[config.mk]
export PLATFORM = sky130hd
export DESIGN_NAME = event_uart_tx
export DESIGN_NICKNAME = d
export VERILOG_FILES = /design/src/rtl/event_uart_tx.sv
export SDC_FILE = /design/constraint.sdc
export NUM_CORES = 1
export LEC_CHECK = 0
export CAP_MARGIN = 25
export CORE_MARGIN = 4
export CORE_UTILIZATION = 45
export CTS_CLUSTER_DIAMETER = 120
export CTS_CLUSTER_SIZE = 10
export DETAILED_ROUTE_END_ITERATION = 10
export PLACE_DENSITY_LB_ADDON = 0.25
export SLEW_MARGIN = 20
export SYNTH_ARGS = -nofsm -noshare
export SYNTH_HDL_FRONTEND = slang
export SYNTH_SLANG_ARGS = --single-unit
export TNS_END_PERCENT = 10
[constraint.sdc]
create_clock -name clk -period 4.5 [get_ports clk]
set_clock_uncertainty 0.05 [all_clocks]
set_input_delay 0.675 -clock clk [delete_from_list [all_inputs] [get_ports clk]]
set_output_delay 0.675 -clock clk [all_outputs]
set_load 0.05 [all_outputs]
[src/rtl/event_uart_tx.sv]
// Buffers filtered DVS events in a small FIFO and serialises each one as a
// 10-bit even-parity UART frame (start, 8 data bits LSB first, stop) on tx.
module event_uart_tx #(
    parameter int CLKS_PER_BIT = 4,
    parameter int DEPTH        = 4
) (
    input  logic                   clk,
    input  logic                   rst_n,
    input  logic                   in_valid,
    output logic                   in_ready,
    input  logic [1:0]             x,
    input  logic [1:0]             y,
    input  logic [1:0]             t,
    input  logic                   p,
    output logic                   tx,
    output logic                   busy,
    output logic [$clog2(DEPTH):0] level,
    output logic [7:0]             sent_cnt
);
    // state | meaning
    // IDLE  | line high, waiting for a buffered event
    // START | driving the start bit
    // DATA  | driving data bit bit_idx
    // STOP  | driving the stop bit; chains straight into the next frame if one is queued
    localparam int AW = $clog2(DEPTH);
    localparam logic [AW:0] FULL     = (AW+1)'(DEPTH);
    localparam logic [7:0]  BIT_LOAD = 8'(CLKS_PER_BIT - 1);

    typedef enum logic [1:0] {IDLE, START, DATA, STOP} state_t;

    state_t        state;
    logic [7:0]    mem [DEPTH];
    logic [AW-1:0] wr_ptr;
    logic [AW-1:0] rd_ptr;
    logic [7:0]    shreg;
    logic [2:0]    bit_idx;
    logic [7:0]    bit_cnt;
    logic [6:0]    raw;
    logic          push;
    logic          pop;
    logic          bit_done;

    assign raw      = {p, x, y, t};
    assign in_ready = (level != FULL);
    assign push     = in_valid && in_ready;
    assign bit_done = (bit_cnt == 8'd0);
    // The FSM consumes the head only when it is about to start a frame.
    assign pop      = (level != '0) && ((state == IDLE) || ((state == STOP) && bit_done));

    always_ff @(posedge clk) begin
        if (push) begin
            mem[wr_ptr] <= {^raw, raw};
        end
    end

    always_ff @(posedge clk) begin
        if (!rst_n) begin
            wr_ptr <= '0;
            rd_ptr <= '0;
            level  <= '0;
        end else begin
            if (push) wr_ptr <= wr_ptr + 1'b1;
            if (pop)  rd_ptr <= rd_ptr + 1'b1;
            if (push && !pop)      level <= level + 1'b1;
            else if (pop && !push) level <= level - 1'b1;
        end
    end

    always_ff @(posedge clk) begin
        if (!rst_n) begin
            state    <= IDLE;
            tx       <= 1'b1;
            busy     <= 1'b0;
            shreg    <= '0;
            bit_idx  <= '0;
            bit_cnt  <= '0;
            sent_cnt <= '0;
        end else begin
            case (state)
                IDLE: begin
                    if (pop) begin
                        shreg   <= mem[rd_ptr];
                        tx      <= 1'b0;
                        busy    <= 1'b1;
                        bit_cnt <= BIT_LOAD;
                        state   <= START;
                    end else begin
                        tx <= 1'b1;
                    end
                end
                START: begin
                    if (bit_done) begin
                        tx      <= shreg[0];
                        bit_idx <= '0;
                        bit_cnt <= BIT_LOAD;
                        state   <= DATA;
                    end else begin
                        bit_cnt <= bit_cnt - 1'b1;
                    end
                end
                DATA: begin
                    if (bit_done) begin
                        bit_cnt <= BIT_LOAD;
                        if (bit_idx == 3'd7) begin
                            tx    <= 1'b1;
                            state <= STOP;
                        end else begin
                            tx      <= shreg[1];
                            shreg   <= {1'b0, shreg[7:1]};
                            bit_idx <= bit_idx + 1'b1;
                        end
                    end else begin
                        bit_cnt <= bit_cnt - 1'b1;
                    end
                end
                STOP: begin
                    if (bit_done) begin
                        sent_cnt <= sent_cnt + 1'b1;
                        if (pop) begin
                            shreg   <= mem[rd_ptr];
                            tx      <= 1'b0;
                            bit_cnt <= BIT_LOAD;
                            state   <= START;
                        end else begin
                            busy  <= 1'b0;
                            state <= IDLE;
                        end
                    end else begin
                        bit_cnt <= bit_cnt - 1'b1;
                    end
                end
                default: state <= IDLE;
            endcase
        end
    end
endmodule

==> flow_summary.json <==
{
  "io_pins": 24,
  "fillers": 697,
  "fin_crit_ns": 3.176,
  "p_int_mw": 1.568,
  "route.detailed.drc": 0,
  "max_stage_delay_ns": 0.44,
  "cts_sinks": 72,
  "grt_usage_pct": 15.67,
  "r2r-start": "bit_cnt[0]$_SDFF_PN0_",
  "wl_met3_um": 242,
  "io_buffer_count": 23,
  "leakage_nw": 1.424,
  "wl_per_cell_um": 16.31,
  "worstPathMaxFanout": 11,
  "final_antenna_net_count": 0,
  "diodes": 0,
  "cts_tree": "done",
  "finalCritPeriodShare_pct": 70.58,
  "area_growth_pct": 14.64,
  "ys_types": 64,
  "syn_avg_cell_area_sq_um": 11.55,
  "routed_wl_mm": 7.112,
  "antenna_found_initial": 0,
  "syn_inst": 307,
  "critPathTopFamily": "adder cells",
  "arrival_ns": 3.40,
  "required_ns": 4.73,
  "seq_area_sq_um": 1762,
  "worstMarginPinSlew_ns": 0.8968,
  "grt_max_degree": 27,
  "root_buffer": "clkbuf_8",
  "grt_pass1_wl_mm": 11.99,
  "drtIter0Drc": 163,
  "syn_nets": 332,
  "die-area_sq_um": 9367,
  "critPathCaptureType": "flop",
  "placementRows": 32,
  "hp-class": "flop to flop",
  "crit_top_cell": "inv_1",
  "path_class": "flop to flop",
  "nNetsFinal": 354,
  "relSlewSlack_pct": 40.03,
  "async_reset_ff_share_pct": 0,
  "cp_cell_sequence": "inv_1 > ha_1 > nor3b_1 > buf_4 > a31oi_1 > nor2_1 > inv_1 > ha_1 > inv_1 > fa_1 > xor2_1 > or3_1 > a21oi_1",
  "power.share.sequential_pct": 34.8,
  "postCtsHoldBufs": 0,
  "finalHoldViolCount": 0,
  "cap_violations": 0,
  "setup_tns_ns": 0,
  "dr.pass1.iters": 4,
  "p_clk_share_pct": 20.4,
  "setup_violations": 0,
  "p_sw_mw": 1.061,
  "clock_latency_ns": 0.35,
  "maxSlewViolCount": 0,
  "die_x_um": 96.79,
  "dp_hpwl_mm": 4.847,
  "place_ws_ns": 1.366,
  "crit_start": "bit_cnt[0]$_SDFF_PN0_",
  "start_kind": "flop",
  "status": "complete, no violations",
  "synth_warnings": 0,
  "cp.buffers_inverters": 4,
  "r2r_slack_ns": 1.32,
  "design.core.area_sq_um": 7687,
  "vias": 2399,
  "initial_utilization_pct": 46.14,
  "path_clk_slew_ns": 0.08,
  "cts_max_level": 3,
  "hp-start": "shreg[5]$_SDFFE_PN0P_",
  "drive_above_1_share_pct": 14.67,
  "synth_edf_count": 32,
  "switching_share_pct": 40.37,
  "ir_worst_vdd_v": 0.0002886,
  "grt_pass1_vias": 2360,
  "post_cts_buffers": 0,
  "crit_path_top_delay_cell": "a31oi_1",
  "ys_seq_elements": 72,
  "multiInputGateArea_sq_um": 1669,
  "rsz0062_at_grt": "no",
  "fmax_mhz": 314.9,
  "fp.dieH_um": 96.79,
  "cts_inserted_buffers": 9,
  "synth_area_sq_um": 3547,
  "cts_buffer_depth": 2,
  "grt.overflow.total": 0,
  "met1_length_mm": 3.492,
  "combPwrFrac_pct": 44.9,
  "top_layer": "met4",
  "gp_congestion": 0.8566,
  "cts_resized": 0,
  "powerDensity_nw_per_um2": 646.7,
  "ys.flop_type": "dfxtp_1",
  "worst_slack_ns": 1.324,
  "vias_per_cell": 5.502,
  "dr_wl_met2_mm": 3.295,
  "yosysSeqAreaShare_pct": 49.66
}
-- layer usage --
layer	vias up	global-route usage [%]
li1	1196	-
met3	9	3.893
met4	0	4.860
met2	38	23.83
met1	1156	22.09
met5	-	0
-- state kept, by name (all words and copies together) (netlist names), named ones only --
signal,cells
mem,32
busy,1
wr_ptr,2
sent_cnt,8
state,2
tx,1
shreg,8
rd_ptr,2
bit_idx,3
level,3
bit_cnt,8
-- worst paths after layout --
kind                      endpoint  depth (start not counted)
max          level[2]$_SDFFE_PN0P_                         13
max reg2reg  level[2]$_SDFFE_PN0P_                         13
min reg2reg  shreg[5]$_SDFFE_PN0P_                          2
min          shreg[5]$_SDFFE_PN0P_                          2
-- worst min-delay path, delay by kind of cell (launching register included) --
family / cells / cell delay [ns]
flip-flops: 1 / 0.31
multiplexers: 1 / 0.05
AND/OR/NAND/NOR: 1 / 0.05
-- cells in the final DEF (no fill, tap or decap), types with 4 or more instances in the layout --
cell	synthesis	routed
xor2_1	5	5
edfxtp_1	32	32
nand3_1	4	4
clkdlybuf4s50_1	0	23
and2_1	4	4
a211oi_1	4	4
nand2_1	21	21
ha_1	14	14
dfxtp_1	40	40
a21oi_1	16	16
xnor2_1	11	11
clkbuf_8	0	9
inv_1	11	11
a31oi_1	4	4
o21ai_0	7	7
nor3_1	5	5
nor2_1	22	22
mux4_2	8	8
mux2_2	7	7
mux2i_1	11	11
nor4_2	5	5
or3_1	4	4
-- cell type report --
| cell class | instances | area share (%) |
|---|---|---|
| well taps | 102 | 3.138 |
| flip-flops and latches | 72 | 43.32 |
| clock buffers | 9 | 3.046 |
| repair buffers | 26 | 6.215 |
| inverters | 13 | 1.200 |
| clock inverters | 7 | 2.031 |
| multi-input cells | 207 | 41.05 |
-- metrics by stage --
stage          total power [mW]  std cells  hold slack [ns]  cell area, sq um  utilization (%)
6_report                  2.630        436           0.4156              4066            52.90
5_1_grt                   2.809        436           0.4420              4066            52.90
4_1_cts                   2.640        436           0.4187              4066            52.90
3_5_place_dp              2.098        420           0.4073              3860            50.21
3_3_place_gp              2.089        420           0.3971              3860            50.21
2_1_floorplan             1.832        307           0.3855              3547                -
-- synth_stat cells, types with 3 or more instances --
library cell | instances | area (sq um)
a211oi_1 | 4 | 30.03
a21oi_1 | 16 | 80.08
a31oi_1 | 4 | 25.02
a32oi_1 | 3 | 26.28
and2_1 | 4 | 25.02
buf_2 | 3 | 15.01
clkbuf_1 | 11 | 41.29
dfxtp_1 | 40 | 800.8
edfxtp_1 | 32 | 960.9
ha_1 | 14 | 175.2
inv_1 | 11 | 41.29
mux2_2 | 7 | 78.83
mux2i_1 | 11 | 110.1
mux4_2 | 8 | 180.2
nand2_1 | 21 | 78.83
nand3_1 | 4 | 20.02
nor2_1 | 22 | 82.58
nor2b_1 | 3 | 18.77
nor3_1 | 5 | 25.02
nor4_2 | 5 | 62.56
o21ai_0 | 7 | 35.03
o22ai_1 | 3 | 18.77
or3_1 | 4 | 25.02
xnor2_1 | 11 | 96.34
xor2_1 | 5 | 43.79
-- power groups by stage --
stage	clock network (mW)	logic (mW)	registers, mW
after floorplan	0	0.890	0.942
after detailed placement	0	1.17	0.931
after CTS	0.548	1.17	0.917
after global routing	0.579	1.30	0.934
after global placement	0	1.16	0.926
final	0.535	1.18	0.915
-- cell families after synthesis --
group | after synthesis | synth area share (%)
simple gates | 89 | 14.85
flops | 72 | 49.66
compound gates | 61 | 12.35
buf+inv | 28 | 3.280
mux | 26 | 10.41
xor+xnor | 16 | 3.950
fa+ha+maj | 15 | 5.503
No activity file was read; power rests on OpenSTA's default activity.
